`config.mk`:
```
export PLATFORM = sky130hd
export DESIGN_NAME = traffic_phase_timer
export DESIGN_NICKNAME = d
export VERILOG_FILES = /design/src/rtl/traffic_light_pkg.sv /design/src/rtl/tick_prescaler.sv /design/src/rtl/traffic_phase_timer.sv
export SDC_FILE = /design/constraint.sdc
export NUM_CORES = 1
export LEC_CHECK = 0
export BUFFER_PORTS_ARGS = -buffer_cell sky130_fd_sc_hd__clkbuf_2
export CAP_MARGIN = 40
export CELL_PAD_IN_SITES_DETAIL_PLACEMENT = 0
export CELL_PAD_IN_SITES_GLOBAL_PLACEMENT = 2
export CORE_ASPECT_RATIO = 1.4
export CORE_MARGIN = 2
export CORE_UTILIZATION = 40
export CTS_BUF_LIST = sky130_fd_sc_hd__clkbuf_4
export CTS_CLUSTER_SIZE = 8
export DETAILED_ROUTE_END_ITERATION = 10
export PLACE_DENSITY = 0.77
export SYNTH_ARGS = -nofsm -noshare
export SYNTH_HDL_FRONTEND = slang
export SYNTH_SLANG_ARGS = --single-unit
```
`constraint.sdc`:
```
create_clock -name clk -period 8.3 [get_ports clk]
set_input_delay 0.83 -clock clk [delete_from_list [all_inputs] [get_ports clk]]
set_output_delay 0.83 -clock clk [all_outputs]
set_load 0.02 [all_outputs]
```
`src/rtl/traffic_light_pkg.sv`:
```
// Shared phase encodings and default timing for the traffic-light slice.
// Imported by the controller and by the phase timer.
package traffic_light_pkg;
  typedef enum logic [1:0] {
    IDLE   = 2'b00,
    RED    = 2'b01,
    GREEN  = 2'b10,
    YELLOW = 2'b11
  } phase_t;

  localparam int CNT_W_DEF = 8;
  localparam int RED_DEF_T = 10;
  localparam int YEL_DEF_T = 3;
  localparam int GRN_DEF_T = 8;
endpackage

```
`src/rtl/tick_prescaler.sv`:
```
// Cycle prescaler: divides the clock into time units.
// tick marks the last cycle of a unit while enabled.
module tick_prescaler
  import traffic_light_pkg::*;
#(
  parameter int TICK_DIV = 1
) (
  input  logic clk,
  input  logic reset,
  input  logic clr,
  input  logic en,
  output logic tick
);
  localparam int PW = (TICK_DIV > 1) ? $clog2(TICK_DIV) : 1;
  localparam logic [PW-1:0] LAST = PW'(TICK_DIV - 1);

  logic [PW-1:0] pre;

  assign tick = en && (pre == LAST);

  // count cycles within a unit; clear wins, idle holds
  always_ff @(posedge clk or posedge reset) begin
    if (reset) begin
      pre <= '0;
    end else if (clr) begin
      pre <= '0;
    end else if (en) begin
      pre <= (pre == LAST) ? '0 : pre + PW'(1);
    end
  end
endmodule

```
`src/rtl/traffic_phase_timer.sv`:
```
// Phase timing datapath for the traffic-light controller.
// Durations are latched into the active set only at clear.
module traffic_phase_timer
  import traffic_light_pkg::*;
#(
  parameter int CNT_W    = CNT_W_DEF,
  parameter int TICK_DIV = 1,
  parameter int RED_DEF  = RED_DEF_T,
  parameter int YEL_DEF  = YEL_DEF_T,
  parameter int GRN_DEF  = GRN_DEF_T
) (
  input  logic             clk,
  input  logic             reset,
  input  logic             red,
  input  logic             green,
  input  logic             yellow,
  input  logic             clear,
  input  logic             cfg_we,
  input  logic [1:0]       cfg_sel,
  input  logic [CNT_W-1:0] cfg_data,
  input  logic             err_clr,
  output logic             eq_red_time,
  output logic             eq_yellow_time,
  output logic             eq_green_time,
  output logic [CNT_W-1:0] remaining,
  output logic             phase_err
);
  logic [CNT_W-1:0] cnt;
  logic [CNT_W-1:0] pend_red, pend_grn, pend_yel;
  logic [CNT_W-1:0] act_red, act_grn, act_yel;
  logic [CNT_W-1:0] dsel, dur;
  logic multi_lit, one_lit, tick, last;
  logic wr_red, wr_grn, wr_yel;

  assign multi_lit = (red && green) || (red && yellow)
                   || (green && yellow);
  assign one_lit   = (red || green || yellow) && !multi_lit;

  assign wr_red = cfg_we && (cfg_sel == RED);
  assign wr_grn = cfg_we && (cfg_sel == GREEN);
  assign wr_yel = cfg_we && (cfg_sel == YELLOW);

  tick_prescaler #(
    .TICK_DIV(TICK_DIV)
  ) u_pre (
    .clk  (clk),
    .reset(reset),
    .clr  (clear),
    .en   (one_lit),
    .tick (tick)
  );

  // pick the active duration of the single lit phase
  always_comb begin
    dsel = '0;
    unique case (1'b1)
      one_lit && red:    dsel = act_red;
      one_lit && green:  dsel = act_grn;
      one_lit && yellow: dsel = act_yel;
      default:           dsel = '0;
    endcase
  end

  assign dur  = (dsel == '0) ? CNT_W'(1) : dsel;
  assign last = tick && (cnt >= dur - CNT_W'(1));

  assign eq_red_time    = red && last;
  assign eq_yellow_time = yellow && last;
  assign eq_green_time  = green && last;

  assign remaining = (one_lit && (dur > cnt)) ? dur - cnt : '0;

  // phase unit counter, saturating
  always_ff @(posedge clk or posedge reset) begin
    if (reset) begin
      cnt <= '0;
    end else if (clear) begin
      cnt <= '0;
    end else if (tick && (cnt != '1)) begin
      cnt <= cnt + CNT_W'(1);
    end
  end

  // pending durations take writes at any time
  always_ff @(posedge clk or posedge reset) begin
    if (reset) begin
      pend_red <= CNT_W'(RED_DEF);
      pend_grn <= CNT_W'(GRN_DEF);
      pend_yel <= CNT_W'(YEL_DEF);
    end else begin
      if (wr_red) pend_red <= cfg_data;
      if (wr_grn) pend_grn <= cfg_data;
      if (wr_yel) pend_yel <= cfg_data;
    end
  end

  // active durations update at phase boundaries, with write bypass
  always_ff @(posedge clk or posedge reset) begin
    if (reset) begin
      act_red <= CNT_W'(RED_DEF);
      act_grn <= CNT_W'(GRN_DEF);
      act_yel <= CNT_W'(YEL_DEF);
    end else if (clear) begin
      act_red <= wr_red ? cfg_data : pend_red;
      act_grn <= wr_grn ? cfg_data : pend_grn;
      act_yel <= wr_yel ? cfg_data : pend_yel;
    end
  end

  // sticky multi-light error, set beats clear
  always_ff @(posedge clk or posedge reset) begin
    if (reset) begin
      phase_err <= 1'b0;
    end else if (multi_lit) begin
      phase_err <= 1'b1;
    end else if (err_clr) begin
      phase_err <= 1'b0;
    end
  end
endmodule

```
* Yosys cells after proc, flatten, opt, wreduce, memory -nomap -nowiden
Cells that the tools add are included.
** Storage, ports and cells
- Register bits after elaboration :: 58
- Bits of input ports :: 18
- Output and inout bits :: 12
- Logic and storage cells :: 59
** Operators by class
- Add/subtract/negate cells :: 4
- Magnitude comparators :: 2
- Equal/unequal tests :: 4
- Multiplexer cells :: 13
- Bitwise logic cells :: 1
- Reductions and logical operators :: 26
** Operators with widths (number)
- 8-bit two-way mux :: 7
- 8-bit one-hot mux with 3 select lines :: 1
- 1-bit logical AND :: 17
- 8-bit by 1-bit adder with 8-bit output, second input constant :: 1
- 8-bit >= comparator :: 1
- 8-bit greater-than comparator :: 1
- 8-bit logical NOT :: 1
- 8-bit inequality test, second input constant :: 1
- 8-bit by 1-bit subtractor with 8-bit output, second input constant :: 1
- 8-bit subtractor :: 1
- 2-bit nonzero test :: 3
- 1-bit two-way mux :: 5
- 2-bit == test, second input constant :: 2
- 1-bit logical OR :: 4
- 2-bit by 1-bit == test with 1-bit output, second input constant :: 1
- 1-bit adder, second input constant :: 1
- 1-bit logical NOT :: 1
- 1-bit inverter :: 1

* Logic depth before layout (Yosys ltp)
- Depth after elaboration :: 13
- Mapped depth :: 17
- Mapped depth without buffers :: 15

* By module
A second synthesis with hierarchy kept.
** Unflattened totals
- Cells, all modules :: 289
- Area total of the unflattened synthesis :: 3345.7 um^2
** By module, submodules not included
- traffic_phase_timer :: times used 1, cells an instance 288, area an instance 3338.2 um^2, sequential area each 1438.9 um^2
- tick_prescaler :: times used 1, cells an instance 1, area an instance 7.5 um^2, sequential area each 0.0 um^2

* Worst setup path before layout
OpenSTA, ideal clock, no wires.
- Kind :: in2out
- Start :: in red
- End :: out remaining[4]
- Arrival time :: 3.843 ns
- Setup slack :: 3.627 ns
- Cell stages on the path :: 17
- Path buffers :: 2
- Path through :: buf_4 -> nor2b_1 -> clkbuf_1 -> a22oi_1 -> a2bb2oi_2 -> nand3_1 -> nor2_1 -> a31oi_1 -> ha_1 -> inv_1 -> fa_1 -> a211o_1 -> a21oi_1 -> o21a_1 -> nor2_1 -> o31a_1 -> and3_1
** Between the ends
- Longest elaborated chain between the ends :: 12
- Elaborated cells between the ends (all ways) :: 18
** Ends and longest elaborated chain
- from (decl) :: line traffic_phase_timer.sv:14 : input logic red,
- 1-bit logical AND :: line traffic_phase_timer.sv:35 : assign multi_lit = (red && green) || (red && yellow)
- 1-bit logical OR :: line traffic_phase_timer.sv:35
- 1-bit logical OR :: line traffic_phase_timer.sv:36 : || (green && yellow);
- 1-bit logical NOT :: line traffic_phase_timer.sv:37 : assign one_lit = (red || green || yellow) && !multi_lit;
- 1-bit logical AND :: line traffic_phase_timer.sv:37
- 1-bit logical AND, on equally long branches :: line traffic_phase_timer.sv:59, traffic_phase_timer.sv:57, traffic_phase_timer.sv:58
- 8-bit one-hot mux with 3 select lines :: line traffic_phase_timer.sv:56 : unique case (1'b1)
- 8-bit logical NOT :: line traffic_phase_timer.sv:64 : assign dur = (dsel == '0) ? CNT_W'(1) : dsel;
- 8-bit two-way mux :: line traffic_phase_timer.sv:64
- 8-bit greater-than comparator :: line traffic_phase_timer.sv:71 : assign remaining = (one_lit && (dur > cnt)) ? dur - cnt : '0;
- 1-bit logical AND :: line traffic_phase_timer.sv:71
- 8-bit two-way mux (*) :: line traffic_phase_timer.sv:71
- to (decl) :: line traffic_phase_timer.sv:25 : output logic [CNT_W-1:0] remaining,
Every way passes the cells marked *; elsewhere a longest branch is shown, timed or not.

* Worst setup path after layout
- Start :: in green
- End :: out remaining[7]
** Between the ends
- Longest elaborated chain between the ends :: 12
- Elaborated cells between the ends (all ways) :: 18
** Ends and longest elaborated chain
- from (decl) :: line traffic_phase_timer.sv:15 : input logic green,
- 1-bit logical AND :: line traffic_phase_timer.sv:35
- 1-bit logical OR :: line traffic_phase_timer.sv:35
- 1-bit logical OR :: line traffic_phase_timer.sv:36
- 1-bit logical NOT :: line traffic_phase_timer.sv:37
- 1-bit logical AND :: line traffic_phase_timer.sv:37
- 1-bit logical AND, on equally long branches :: line traffic_phase_timer.sv:59, traffic_phase_timer.sv:57, traffic_phase_timer.sv:58
- 8-bit one-hot mux with 3 select lines :: line traffic_phase_timer.sv:56
- 8-bit logical NOT :: line traffic_phase_timer.sv:64
- 8-bit two-way mux :: line traffic_phase_timer.sv:64
- 8-bit greater-than comparator :: line traffic_phase_timer.sv:71
- 1-bit logical AND :: line traffic_phase_timer.sv:71
- 8-bit two-way mux (*) :: line traffic_phase_timer.sv:71
Marked as above.

==> key figures <==
Run status
  – Outcome: completed

Worst setup path
  – Crit path DAT: 4560 ps
  – RR Endpoint: cnt[1]
  – CP Capture Type: output pin
  – R2R depth: 6
  – WP data required: between 7000 and 8000 ps
  – Crit-path max FO: 10
  – Reg2reg start: cnt[5]
  – Startpoint class of the critical path: primary input
  – Worst Setup SP: green
  – Crit Path Category: primary input to output pin
  – R2r setup slk: about 6500 ps

Die
  – I/O pins: 30
  – Die Y: ~110 um
  – # rows: 39
  – Starting density of the core: 0.4070
  – Die Width: just over 80 um
  – Core area: 8051 um^2
  – Die area: just under 9000 um^2

Global routing
  – First-pass GRT wire length: around 12 mm
  – Vias in the first global route: about 2300
  – Initial antenna violation count: 0
  – GRT Util Overall: 0.1797
  – Remaining global-route overflow: 0
  – Pin count of the biggest net entering global routing: 58

Timing
  – Worst slew margin: 0.4559
  – Max Transition Viols Final: 0
  – Layout Skew: about 16 ps
  – RSZ-0062 raised after global routing: false
  – Fin Setup TNS: 0 ps
  – Final Hold Fails: 0
  – Fin crit period: between 5000 and 6000 ps
  – Achievable Freq: 185.7 MHz
  – Final setup viols: 0
  – Worst hold margin: 496.0 ps
  – Slew @ Worst Pin: a little over 800 ps
  – Period utilization: 0.6490

Yosys
  – Main synth FF type: dfrtp_1
  – Post-Synth Simple-Gate Area: 0.1210
  – Cell variety after synth: 51
  – Synthesis-stage register bit count: 57
  – Main combinational cell family by area after synthesis: multiplexers
  – Mapped Avg Cell Area: about 11 um^2
  – Synth cell count leaders: mux2_2, dfrtp_1, inv_1
  – Post-synth ARST share: 1.000
  – Post-Synthesis Cells: 291
  – Area contributors post-synth: dfrtp_1, mux2_2, dfstp_2
  – Post-synth EDFFs: 0
  – Synth Cell Area: between 3000 and 4000 um^2
  – Post-synthesis sequential area ratio: 0.4391
  – Most frequent cell after synthesis: mux2_2
  – Top-area cell type share of the netlist area: 0.3589
  – Yosys warnings: 0
  – Adder-Cell Fraction of Synth Area: 0.07407
  – Synth Area in Compound Gates: 0.1245
  – Mux cell area share after synthesis: 0.1680
  – Cell taking the most area after synthesis: dfrtp_1
  – Synth Area in XOR/XNOR: 0.03742
  – Post-Syn Nets: 327

Layout
  – Area Growth Syn to Fin: 11.03%
  – Share of cells above drive strength 1: 0.3425
  – Fin area: 3638 um^2
  – Antenna diode count: 0
  – Final nets: roughly 360

Clock tree
  – Post-CTS sizing: 0
  – Clock Pin Slew Worst Setup and Hold Paths: ~80 ps
  – # H-tree levels: 3
  – Skew-Pair Late Insertion Delay: slightly above 400 ps
  – Clock Sinks: 57
  – CTS tree: built
  – Max Buffers Root-to-Sink: 2
  – # hold bufs at CTS: 0
  – CTS root buffer: clkbuf_4
  – Cts bufs inserted: 9
  – Setup bufs post-CTS: 0

Flow run
  – Max Cap Viol: 0

Worst hold path
  – Hold Path Depth: 1
  – HP Start: pend_red[5]
  – HP Class: flop to flop
  – WHS Endpoint: pend_red[5]

Pwr
  – Sequential fraction of design power: 0.454
  – Pint: 550.2 uW
  – PwrDens: ~220 nW/um^2
  – P_sw: 246.2 uW
  – Clk pwr share: 0.244
  – Combinational share of power: 0.302
  – Pleak: between 1.5 and 2 nW
  – Max VDD drop: around 150 uV
  – Switching Fraction: 0.3091

Detailed routing
  – Final wirelength: just over 7 mm
  – Routed len/inst: ~17 um
  – Pre-Repair DR Iteration Count: 4
  – Vias per std cell: 5.371
  – Vias: 2304
  – DR iter-0 viols: 51
  – Residual DRC: 0
  – DRT antenna net count: 0

Place
  – Detailed Place HPWL: between 5 and 6 mm
  – PortBufs: 29
  – Dpl cell area: around 3500 um^2
  – Routability cong.: between 0.8 and 0.9
[cell type report]
type	count	area, um^2
fill	798	4413
multi-input combinational	206	1720
sequential	57	1439
timing repair buffer	30	152.6
tap	102	127.6
clock buffer	11	82.58
inverter	18	67.56
clock inverter	5	48.80
[metrics by stage]
step | utilization | setup WS, ps | instances | power (mW)
floorplan | - | 3627 | 291 | 0.5478
global placement | 0.4356 | 3060 | 413 | 0.6059
global route | 0.4519 | 2628 | 429 | 0.8534
detailed placement | 0.4356 | 2955 | 413 | 0.6109
finish | 0.4519 | 2914 | 429 | 0.7964
CTS | 0.4519 | 2934 | 429 | 0.8091
[kinds of logic after synthesis]
logic type / count (synthesis)
simple gates: 68
fa+ha+maj: 19
buf+inv: 28
xor+xnor: 14
mux: 49
compound gates: 56
flops: 57
[placed cells by master, fill, tap and decap left out, types with 4 or more instances in the layout]
cell and n:
and2_1 6, inv_1 17, nor2_1 16, mux2_2 48
dfrtp_1 47, a22oi_1 7, a21oi_1 13, dfstp_2 10
ha_1 17, o21ai_0 4, clkbuf_4 11, nand3_1 11
a21o_1 6, o21a_1 6, xnor2_1 13, clkbuf_2 29
nand2_1 12
[sequential cells by signal, summed over array words and instances, names as in the netlist]
register and flops:
act_grn 8, act_red 8, act_yel 8, cnt 8
pend_grn 8, pend_red 8, pend_yel 8, phase_err 1
[worst max-delay path by stage]
| stage | depth (start not counted) | slack [ps] | to |
|---|---|---|---|
| after CTS | 17 | 2930 | remaining[7] |
| final | 17 | 2910 | remaining[7] |
| after global placement | 17 | 3060 | remaining[7] |
| after detailed placement | 17 | 2960 | remaining[4] |
| after floorplan | 17 | 3630 | remaining[4] |
| after global routing | 17 | 2630 | remaining[7] |
[power by group through the flow]
stage | clock (mW) | sequential (mW) | combinational (mW)
floorplan | 0 | 0.356 | 0.192
finish | 0.195 | 0.362 | 0.240
detailed placement | 0 | 0.369 | 0.242
global route | 0.216 | 0.368 | 0.269
global placement | 0 | 0.368 | 0.238
CTS | 0.202 | 0.363 | 0.244
[per-layer routing]
metal / wire length (um) / track usage
met1: 2832 / 0.2041
met2: 3807 / 0.3050
met3: 238 / 0.04723
met4: 291 / 0.08927
met5: 0 / 0
[worst max-delay path, stage by stage]
cell and delay (ps):
clkbuf_2 190, nor2b_1 480, a22oi_1 210, a2bb2oi_2 220, nand3_1 150, nor2_1 60
a31oi_1 270, ha_1 200, inv_1 60, fa_1 430, a211o_1 290, a21oi_1 240
o21a_1 150, nor2_1 40, o31a_1 400, and3b_1 200, clkbuf_2 150
No activity file was read; power rests on OpenSTA's default activity.
